## config.mk

```make
export PLATFORM = sky130hd
export DESIGN_NAME = sap_controller_sequencer
export DESIGN_NICKNAME = d
export VERILOG_FILES = /design/src/rtl/sap_controller_sequencer.sv
export SDC_FILE = /design/constraint.sdc
export NUM_CORES = 1
export LEC_CHECK = 0
export BUFFER_PORTS_ARGS = -buffer_cell sky130_fd_sc_hd__buf_4
export CAP_MARGIN = 20
export CORE_AREA = 2 2 39 41
export CTS_CLUSTER_SIZE = 12
export DETAILED_ROUTE_END_ITERATION = 6
export DIE_AREA = 0 0 41 43
export GPL_ROUTABILITY_DRIVEN = 0
export PLACE_DENSITY_LB_ADDON = 0.25
export SLEW_MARGIN = 20
export SYNTH_ARGS = -nofsm -noshare
export SYNTH_HDL_FRONTEND = slang
export SYNTH_SLANG_ARGS = --single-unit
```

## constraint.sdc

```tcl
create_clock -name clk -period 2.9 [get_ports clk]
set_input_delay 0.29 -clock clk [delete_from_list [all_inputs] [get_ports clk]]
set_output_delay 0.29 -clock clk [all_outputs]
set_load 0.05 [all_outputs]
```

## src/rtl/sap_controller_sequencer.sv

```systemverilog
// -----------------------------------------------------------------------------
// sap_controller_sequencer
//
// Ring-counter controller/sequencer for the SAP CPU. Walks INIT -> T1..T6 and
// produces the control word for every bus-attached block in each T-state.
// T1..T3 fetch the instruction into IR. T4..T6 execute it, decoded from the
// IR opcode nibble. HLT parks the machine in a sticky HALT state that only
// clr can leave.
//
// Ports:
//   clk      - system clock, all state changes on its rising edge
//   clr      - asynchronous active-high reset, forces INIT
//   run      - advance enable; while low the current T-state is held
//   opcode   - IR upper nibble, decoded combinationally during T4..T6
//   pc_en    - program counter output/count enable
//   pc_inc   - program counter increment
//   pc_clr   - program counter clear (only acts together with pc_en)
//   mar_ld   - MAR load from bus
//   ram_en   - RAM drives bus
//   ir_ld    - IR load from bus
//   ir_en    - IR operand nibble drives bus
//   acc_ld   - accumulator load from bus
//   acc_en   - accumulator drives bus
//   b_ld     - B register load from bus
//   alu_en   - ALU result drives bus
//   alu_sub  - ALU subtract select (0 = add)
//   out_ld   - output register load
//   t_state  - one-hot T1..T6 (bit0 = T1), zero in INIT and HALT
//   halted   - high while in HALT
// -----------------------------------------------------------------------------
module sap_controller_sequencer #(
    parameter logic [3:0] OPC_LDA = 4'h0,
    parameter logic [3:0] OPC_ADD = 4'h1,
    parameter logic [3:0] OPC_SUB = 4'h2,
    parameter logic [3:0] OPC_OUT = 4'hE,
    parameter logic [3:0] OPC_HLT = 4'hF
) (
    input  logic       clk,
    input  logic       clr,
    input  logic       run,
    input  logic [3:0] opcode,
    output logic       pc_en,
    output logic       pc_inc,
    output logic       pc_clr,
    output logic       mar_ld,
    output logic       ram_en,
    output logic       ir_ld,
    output logic       ir_en,
    output logic       acc_ld,
    output logic       acc_en,
    output logic       b_ld,
    output logic       alu_en,
    output logic       alu_sub,
    output logic       out_ld,
    output logic [5:0] t_state,
    output logic       halted
);

    typedef enum logic [2:0] {
        S_INIT,
        S_T1,
        S_T2,
        S_T3,
        S_T4,
        S_T5,
        S_T6,
        S_HALT
    } state_t;

    state_t state;
    state_t state_next;

    // Opcode decode. Anything that is not one of the five known opcodes
    // falls through with every flag low and so behaves as a NOP.
    logic is_lda;
    logic is_add;
    logic is_sub;
    logic is_out;
    logic is_hlt;
    logic is_mem_op;

    always_comb begin
        is_lda    = (opcode == OPC_LDA);
        is_add    = (opcode == OPC_ADD);
        is_sub    = (opcode == OPC_SUB);
        is_out    = (opcode == OPC_OUT);
        is_hlt    = (opcode == OPC_HLT);
        is_mem_op = is_lda | is_add | is_sub;
    end

    // State register. clr wins over everything, including HALT.
    always_ff @(posedge clk or posedge clr) begin
        if (clr) begin
            state <= S_INIT;
        end else begin
            state <= state_next;
        end
    end

    // Next-state logic. The ring only moves while run is high. HALT ignores
    // run entirely so the machine stays parked until clr.
    always_comb begin
        state_next = state;
        if (run) begin
            case (state)
                S_INIT:  state_next = S_T1;
                S_T1:    state_next = S_T2;
                S_T2:    state_next = S_T3;
                S_T3:    state_next = S_T4;
                S_T4:    state_next = is_hlt ? S_HALT : S_T5;
                S_T5:    state_next = S_T6;
                S_T6:    state_next = S_T1;
                S_HALT:  state_next = S_HALT;
                default: state_next = S_INIT;
            endcase
        end
    end

    // Control word. It is purely a function of the current state, plus the
    // opcode in T4..T6, so a held state keeps re-issuing the same controls.
    // At most one bus driver (pc_en, ram_en, ir_en, acc_en, alu_en) is active
    // in any state. INIT holds pc_en together with pc_clr because the PC only
    // honours a clear while it is enabled; its bus value is then zero.
    always_comb begin
        pc_en   = 1'b0;
        pc_inc  = 1'b0;
        pc_clr  = 1'b0;
        mar_ld  = 1'b0;
        ram_en  = 1'b0;
        ir_ld   = 1'b0;
        ir_en   = 1'b0;
        acc_ld  = 1'b0;
        acc_en  = 1'b0;
        b_ld    = 1'b0;
        alu_en  = 1'b0;
        alu_sub = 1'b0;
        out_ld  = 1'b0;
        t_state = 6'b000000;
        halted  = 1'b0;

        case (state)
            S_INIT: begin
                pc_en  = 1'b1;
                pc_clr = 1'b1;
            end

            // Fetch: address out of PC into MAR.
            S_T1: begin
                t_state = 6'b000001;
                pc_en   = 1'b1;
                mar_ld  = 1'b1;
            end

            // Fetch: step the PC past the instruction just addressed.
            S_T2: begin
                t_state = 6'b000010;
                pc_en   = 1'b1;
                pc_inc  = 1'b1;
            end

            // Fetch: instruction from RAM into IR.
            S_T3: begin
                t_state = 6'b000100;
                ram_en  = 1'b1;
                ir_ld   = 1'b1;
            end

            // Execute 1: memory ops put their operand address into MAR,
            // OUT copies the accumulator to the output register.
            S_T4: begin
                t_state = 6'b001000;
                if (is_mem_op) begin
                    ir_en  = 1'b1;
                    mar_ld = 1'b1;
                end else if (is_out) begin
                    acc_en = 1'b1;
                    out_ld = 1'b1;
                end
            end

            // Execute 2: the memory operand goes to A for LDA, to B for
            // ADD/SUB so the ALU can combine it with A in the next state.
            S_T5: begin
                t_state = 6'b010000;
                if (is_lda) begin
                    ram_en = 1'b1;
                    acc_ld = 1'b1;
                end else if (is_add || is_sub) begin
                    ram_en = 1'b1;
                    b_ld   = 1'b1;
                end
            end

            // Execute 3: ALU result written back into the accumulator.
            S_T6: begin
                t_state = 6'b100000;
                if (is_add) begin
                    alu_en = 1'b1;
                    acc_ld = 1'b1;
                end else if (is_sub) begin
                    alu_en  = 1'b1;
                    alu_sub = 1'b1;
                    acc_ld  = 1'b1;
                end
            end

            S_HALT: begin
                halted = 1'b1;
            end

            default: begin
                t_state = 6'b000000;
            end
        endcase
    end

endmodule

```

==> metrics, run 1 <==
CTS-repair resized insts 0; Avg Cell Area, Syn 6.97 um2; status finished, final reports clean; count of input and output buffers 26; core area 1380 um2; # diodes 0; Post-CTS Setup Bufs 0; Mapped Cells 49; # H-tree levels 1; Vias/cell 4.65; grt ovf 0; Nets 83; final wirelength 958 um; row count 14; synth warn 0; CTS Buf Count 3; antenna violations before repair 0; Final min period 1.98 ns; clock root cell clkbuf_4; post-synthesis sequential area ratio 22.0%; max_slew headroom 69.7%; dpl cells 86; Switch Pwr 473 uW; Clock Tree Buf Depth 2; Layout Cells excl Fill 91; largest net degree at the start of global routing 17; die area 1760 um2; Synth cell types 26; Die H 43 um; Max Cap Violations 0; Worst-path clk slew 0.03 ns; Clock Latency Late Sink 0.23 ns; Initial Util 24.7%; Slowest-stage cell, CP dfrtp_1; Sink Count 3; WP data required 2.61 ns; Setup CP Type reg2out; WP data arrival 1.69 ns; Tightest Hold Check Type in2reg; fmax 504 MHz; critical path endpoint category output pin; first-pass GRT wire length 1450 um; Post-DP HPWL 744 um; Cell Area, Synth 342 um2; Overall Global Routing Usage 12.8%; Worst Tran Pin Value 0.454 ns; internal power 286 uW; DRT antenna net count 0; Final Util 41.1%; skew final 0.00201 ns; vias in the first global route 391; Hold Slack 0.331 ns; Max IR drop VDD 0.541 mV; Starting DRT DRC Count 3; drc violations 0; Fin. Hold Viols 0; Finish-stage setup viols 0; Syn Nets 56; Vias 423; crit path max fanout 16; Yosys reg bits 3; Leak 0.292 nW; CTS tree done; Die Wd 41 um; worst-path cell chain nand3b_2 > or3_1 > a21boi_1 > buf_4; Fin Setup TNS 0 ns; hold path depth 3; Ports 27; layout cells sized above 1 44.0%; 1st-pass router iterations 3; unrepaired setup endpoints after global routing false; clock power share 9.5%; Slowest Stage Delay on Critical Path 0.61 ns; fin crit share 68.4%; Layout area overhead 66.7%; CP Launch Type register; combinational share of power 72.5%; fillers 152; PD cells 1330 nW/um2; r2r worst-path depth 2; switching fraction of total power 62.3%; Sequential Power Share 18.0%; WL/cell 10.5 um; Final Max Slew Viols 0
[per-stage QoR]
stage | cell area, um2 | power [mW] | worst slack [ns]
global placement | 533 | 0.689 | 1.18
finish | 569 | 0.759 | 0.917
global route | 569 | 0.810 | 0.772
detailed placement | 533 | 0.691 | 1.16
CTS | 569 | 0.771 | 0.899
floorplan | 348 | 0.551 | 0.433
[power by group through the flow]
stage | registers (mW) | clock network, mW | logic [mW]
2_1_floorplan | 0.0855 | 0 | 0.466
3_3_place_gp | 0.135 | 0 | 0.554
3_5_place_dp | 0.137 | 0 | 0.554
4_1_cts | 0.137 | 0.0780 | 0.556
5_1_grt | 0.148 | 0.0826 | 0.580
6_report | 0.137 | 0.0724 | 0.550
[layer usage]
metal	vias to the layer above	GRT usage [%]	wire length, um
li1	220	-	-
met1	190	13.3	400
met2	13	19.4	510
met3	0	3.14	47
met4	0	12.0	0
met5	-	0	0
[cells in the mapped netlist]
cell      count  share of area, %
nor2_1        5               5.5
and3b_1       1               2.6
or3_1         1               1.8
o211ai_1      1               2.2
nor4_1        1               1.8
nand3_1       1               1.5
o311ai_0      1               2.6
and3_1        2               3.7
nand3b_2      1               3.3
nor2b_1       2               3.7
a211o_1       1               2.6
a21boi_1      1               2.2
buf_2         3               4.4
nor3b_1       1               2.2
or2_2         1               1.8
xnor2_1       1               2.6
dfrtp_1       3                22
mux2_2        1               3.3
buf_4         2               4.4
a21oi_1       1               1.5
o21ai_0       3               4.4
nand2b_1      2               3.7
inv_1         3               3.3
o22ai_1       1               1.8
nor3_1        4               5.9
nand2_1       5               5.5
[final cells by class]
class / count / area (um2) / area share (%)
clock buffer: 4 / 26.3 / 4.62
inverter: 3 / 11.3 / 1.98
multi-input combinational: 38 / 231 / 40.7
sequential: 3 / 75.1 / 13.2
tap: 16 / 20.0 / 3.52
timing repair buffer: 27 / 205 / 36.0
[kinds of logic (layout without fill, tap and decap cells)]
| group | after synthesis | count (layout) | share of synthesized area (%) |
|---|---|---|---|
| DFF | 3 | 3 | 22.0 |
| xor gates and xnor gates | 1 | 1 | 2.56 |
| AOI/OAI and AO/OA | 9 | 9 | 17.2 |
| buffers and inverters | 8 | 34 | 12.1 |
| and+or+nand+nor | 27 | 27 | 42.9 |
| muxes | 1 | 1 | 3.30 |
[worst max-delay path, delay by kind of cell, from the launching register on]
family                 cells  cell delay (ns)
AOI/OAI and AO/OA          1             0.14
buffers and inverters      1             0.21
DFF                        1             0.61
and+or+nand+nor            2             0.50
[worst paths after layout]
check | from | to | slack [ns]
worst min register to register | state[1] | state[1] | 0.73
worst max-delay path | state[0] | acc_ld | 0.92
worst max register to register | register | state[1] | 1.58
min in group asynchronous | clr | state[1] | 0.48
worst min-delay path | run | state[0] | 0.33
max in group asynchronous | clr | asynchronous set/reset pin | 2.30
[timing repair]
item	in CTS	in global routing
endpoints found under the hold margin	3	0
hold buffers	1	0
endpoints found under the setup margin	0	0
[cells in the final DEF, fill, tap and decap left out]
master         instances
a211o_1                1
a21boi_1               1
a21oi_1                1
and3_1                 2
and3b_1                1
buf_4                 26
clkbuf_1               1
clkbuf_4               3
dfrtp_1                3
dlygate4sd3_1          1
inv_1                  3
mux2_2                 1
nand2_1                5
nand2b_1               2
nand3_1                1
nand3b_2               1
nor2_1                 5
nor2b_1                2
nor3_1                 4
nor3b_1                1
nor4_2                 1
o211ai_1               1
o21ai_0                3
o22ai_1                1
o311ai_0               1
or2_2                  1
or3_1                  1
xnor2_1                1
Power figures use the tool's default switching activity.
==> run 2: changes to the inputs <==
==> constraint.sdc (replaced) <==
create_clock -name clk -period 1.9 [get_ports clk]
set_input_delay 0.19 -clock clk [delete_from_list [all_inputs] [get_ports clk]]
set_output_delay 0.19 -clock clk [all_outputs]
set_load 0.05 [all_outputs]
==> run 2 against run 1 <==
  * Sequential share of layout area is 1.1 points lower
  * Hold slack lost 0.10 ns
  * Cell area increased by 9.0%
  * Setup slack lost 0.84 ns
  * Cell count rose by 3.3%
  * Critical path depth unchanged
  * Routed wire length grew 9.4%
  * Via count is 5.7% higher
  * Sequential power up 16%
  * Die area stayed put
  * Register-to-register slack worse by 1.0 ns
==> metrics, run 2 (synthesis gave the netlist of run 1 again) <==
1st-pass router iterations 4; Die Wd 41 um; WL/cell 11.1 um; Slowest-stage cell, CP dfrtp_1; # diodes 0; Finish-stage setup viols 0; commonest cells after routing, fill and taps aside buf_4 (29), nand2_1 (5), nor2_1 (5); clock root cell clkbuf_4; clock power share 8.7%; first-pass GRT wire length 1570 um; Layout area overhead 81.7%; Final min period 1.82 ns; Worst Path Buf+Inv 1; Worst-path clk slew 0.03 ns; Final Util 44.8%; internal power 491 uW; crit path max fanout 6; die area 1760 um2; layout cells sized above 1 52.6%; WP data arrival 1.63 ns; Reg area 75.1 um2; Ports 27; Sequential Power Share 12.8%; critical path endpoint category output pin; Initial Util 24.7%; Fin Setup TNS 0 ns; Post-CTS Setup Bufs 0; Leak 0.312 nW; vias in the first global route 387; Tightest Hold Check Type in2reg; DRT antenna net count 0; Die H 43 um; commonest non-fill, non-tap cell in the layout buf_4; core area 1380 um2; Vias 447; CTS Buf Count 3; Setup CP Type reg2out; Nets 86; Slowest Stage Delay on Critical Path 0.42 ns; grt ovf 0; combinational share of power 78.5%; Worst Setup Slack, final 0.0800 ns; Starting DRT DRC Count 6; PD cells 2000 nW/um2; CTS tree done; # H-tree levels 1; count of input and output buffers 26; Clock Latency Late Sink 0.23 ns; antenna violations before repair 0; unrepaired setup endpoints after global routing false; skew final 0.000296 ns; Fin. Hold Viols 0; Clock Tree Buf Depth 2; Max IR drop VDD 0.913 mV; Final Max Slew Viols 0; fmax 549 MHz; status finished, final reports clean; footprint of the multi-input gates 260 um2; Post-DP HPWL 823 um; final wirelength 1050 um; Sink Count 3; largest net degree at the start of global routing 11; fillers 140; worst-path cell chain nand3b_2 > or3_1 > a21boi_4 > buf_4; WP data required 1.71 ns; Vias/cell 4.76; Worst Tran Pin Value 0.371 ns; Overall Global Routing Usage 13.4%; row count 14; family with the most delay on the worst path simple AND/OR/NAND/NOR gates; Switch Pwr 753 uW; worst slack at placement 0.316 ns; Max Cap Violations 0; max_slew headroom 74.9%; fin crit share 95.8%; drc violations 0; CP Launch Type register; switching fraction of total power 60.5%
[run 2: per-layer routing]
| metal | vias to the layer above | wire length [um] | track usage, % |
|---|---|---|---|
| li1 | 227 | - | - |
| met1 | 196 | 437 | 15.4 |
| met5 | - | 0 | 0 |
| met3 | 2 | 85 | 1.57 |
| met4 | 0 | 19 | 10.0 |
| met2 | 22 | 506 | 20.9 |
[run 2: worst paths after layout]
| path | slack [ns] | to | depth (start not counted) | startpoint |
|---|---|---|---|---|
| setup reg to reg | 0.55 | state[1] | 3 | state[1] |
| hold / removal | 0.23 | state[0] | 3 | run |
| setup / recovery | 0.08 | acc_ld | 4 | state[1] |
| min in group asynchronous | 0.41 | state[0] | 3 | clr |
| hold reg to reg | 0.78 | state[1] | 3 | state[1] |
| max in group asynchronous | 1.36 | asynchronous set/reset pin | 3 | clr |
[run 2: worst reg2reg max path, delay by kind of cell (launching register included)]
kind	cells	cell delay [ns]
AO/OA/AOI/OAI	1	0.40
buffers and inverters	1	0.18
AND/OR/NAND/NOR	1	0.22
flip-flops	1	0.42
[run 2: final cells by class]
cell class | instances | share of cell area [%]
multi-input cells | 38 | 41.9
repair buffers | 30 | 36.7
flip-flops and latches | 3 | 12.1
clock buffers | 4 | 4.23
well taps | 16 | 3.23
inverters | 3 | 1.81
[run 2: stage by stage]
| stage | std cells | power, mW | cell area [um2] | hold WS (ns) |
|---|---|---|---|---|
| 2_1_floorplan | 49 | 0.865 | 374 | -0.0564 |
| 3_3_place_gp | 89 | 1.13 | 582 | 0.0664 |
| 3_5_place_dp | 89 | 1.13 | 582 | 0.0733 |
| 4_1_cts | 94 | 1.25 | 618 | 0.231 |
| 5_1_grt | 94 | 1.31 | 621 | 0.263 |
| 6_report | 94 | 1.24 | 621 | 0.229 |
[run 2: power by group through the flow]
stage / registers [mW] / logic, mW / clock network, mW
detailed placement: 0.158 / 0.976 / 0
global route: 0.168 / 1.03 / 0.118
finish: 0.159 / 0.976 / 0.108
CTS: 0.158 / 0.980 / 0.113
floorplan: 0.134 / 0.731 / 0
global placement: 0.157 / 0.974 / 0
[run 2: what timing repair did]
item / CTS / global route
resized for setup: 0 / 1
setup endpoints to repair: 0 / 1
hold buffers: 1 / 0
endpoints found under the hold margin: 3 / 0
==> run 3: changes to the inputs <==
--- a/config.mk
+++ b/config.mk
@@ -5,7 +5,7 @@
 export SDC_FILE = /design/constraint.sdc
 export NUM_CORES = 1
 export LEC_CHECK = 0
-export BUFFER_PORTS_ARGS = -buffer_cell sky130_fd_sc_hd__buf_4
+export BUFFER_PORTS_ARGS = -buffer_cell sky130_fd_sc_hd__buf_2
 export CAP_MARGIN = 20
 export CORE_AREA = 2 2 39 41
 export CTS_CLUSTER_SIZE = 12
@@ -13,6 +13,8 @@
 export DIE_AREA = 0 0 41 43
 export GPL_ROUTABILITY_DRIVEN = 0
 export PLACE_DENSITY_LB_ADDON = 0.25
+export REMOVE_ABC_BUFFERS = 1
+export SETUP_SLACK_MARGIN = 0.1
 export SLEW_MARGIN = 20
 export SYNTH_ARGS = -nofsm -noshare
 export SYNTH_HDL_FRONTEND = slang
==> run 3 against run 2 <==
  * Hold slack better by 0.033 ns
  * Flip-flop and latch count stayed put
  * Sequential share of layout area is 2.0 points higher
  * Critical endpoint is now acc_en
==> metrics, run 3 (synthesis gave the netlist of run 1 again) <==
status finished, final reports clean; Die H 43 um; Worst Path Buf+Inv 2; Starting DRT DRC Count 14; final wirelength 990 um; unrepaired setup endpoints after global routing true; Worst-path clk slew 0.04 ns; Post-DP HPWL 758 um; footprint of the multi-input gates 234 um2; clock root cell clkbuf_4; Layout area overhead 55.7%; fmax 591 MHz; commonest cells after routing, fill and taps aside buf_2 (25), nand2_1 (5), nor2_1 (5); crit path max fanout 14; Fin Setup TNS 0 ns; Final min period 1.69 ns; Final Max Slew Viols 0; row count 14; Clock Latency Late Sink 0.23 ns; DRT antenna net count 0; CTS tree done; count of input and output buffers 26; Ports 27; Slowest Stage Delay on Critical Path 0.41 ns; Fin. Hold Viols 0; vias in the first global route 371; Die Wd 41 um; Sink Count 3; Initial Util 24.7%; WL/cell 10.5 um; Setup CP Type reg2out; CP Launch Type register; commonest non-fill, non-tap cell in the layout buf_2; family with the most delay on the worst path buffers and inverters; drc violations 0; Tightest Hold Check Type in2reg; Post-CTS Setup Bufs 0; Clock Tree Buf Depth 2; largest net degree at the start of global routing 15; skew final 0.00150 ns; WP data arrival 1.50 ns; die area 1760 um2; critical path endpoint category output pin; 1st-pass router iterations 4; Vias 440; core area 1380 um2; worst-path cell chain buf_4 > nor4_1 > buf_2; Reg area 75.1 um2; Worst Tran Pin Value 0.292 ns; # H-tree levels 1; Finish-stage setup viols 0; max_slew headroom 80.3%; fillers 154; Vias/cell 4.68; WP data required 1.71 ns; Max Cap Violations 0; # diodes 0; grt ovf 0; CTS Buf Count 3; first-pass GRT wire length 1430 um; Overall Global Routing Usage 11.4%; layout cells sized above 1 44.9%; fin crit share 89.0%; antenna violations before repair 0; Nets 86; Slowest-stage cell, CP dfrtp_1
-- run 3: cell counts in the layout (fill, tap and decap cells not counted) --
Identical to the previous run, type by type.
-- run 3: final timing paths --
check,from,endpoint,slack (ns),depth (start not counted)
max,state[0],acc_en,0.21,3
min,run,state[0],0.26,3
max reg2reg,register,state[1],0.80,3
min reg2reg,state[1],state[1],0.73,3
max in group asynchronous,clr,state[1],1.40,3
min in group asynchronous,clr,state[0],0.37,3
-- run 3: worst register-to-register path, stage by stage (launching register included) --
cell      delay, ns
dfrtp_1        0.44
buf_4          0.21
o211ai_1       0.16
o311ai_0       0.15
-- run 3: area by class of cell --
type | instances | area share, %
clock buffer | 4 | 4.94
inverter | 3 | 2.12
timing repair buffer | 30 | 31.1
multi-input combinational | 38 | 44.0
sequential | 3 | 14.1
tap | 16 | 3.76
-- run 3: per-layer routing --
layer  GRT usage, %  vias up  part of all wire (%)  wire length [um]
met3           3.14        0                   6.1                60
met2           17.8       16                    45               448
met5              0        -                     0                 0
li1               -      228                     -                 -
met4           4.00        0                     0                 0
met1           14.4      196                    49               481
-- run 3: through the flow --
step | utilization [%] | hold slack, ns | std cells | setup slack, ns | area, um2
6_report | 38.4 | 0.262 | 94 | 0.209 | 532
3_3_place_gp | 35.0 | 0.0643 | 89 | 0.357 | 484
2_1_floorplan | - | -0.0564 | 44 | -1.79 | 312
4_1_cts | 37.8 | 0.259 | 94 | 0.143 | 523
5_1_grt | 38.4 | 0.253 | 94 | 0.0869 | 532
3_5_place_dp | 35.0 | 0.0633 | 89 | 0.345 | 484
-- run 3: repair_timing --
action	in CTS	in global routing
hold buffers	1	0
hold endpoints to repair	3	0
pin swaps	0	0
endpoints found under the setup margin	1	1
gates resized for setup	1	1
Power of run 3 is not shown: default switching activity piles up to over one toggle a cycle in this logic, so the estimate is an artifact.
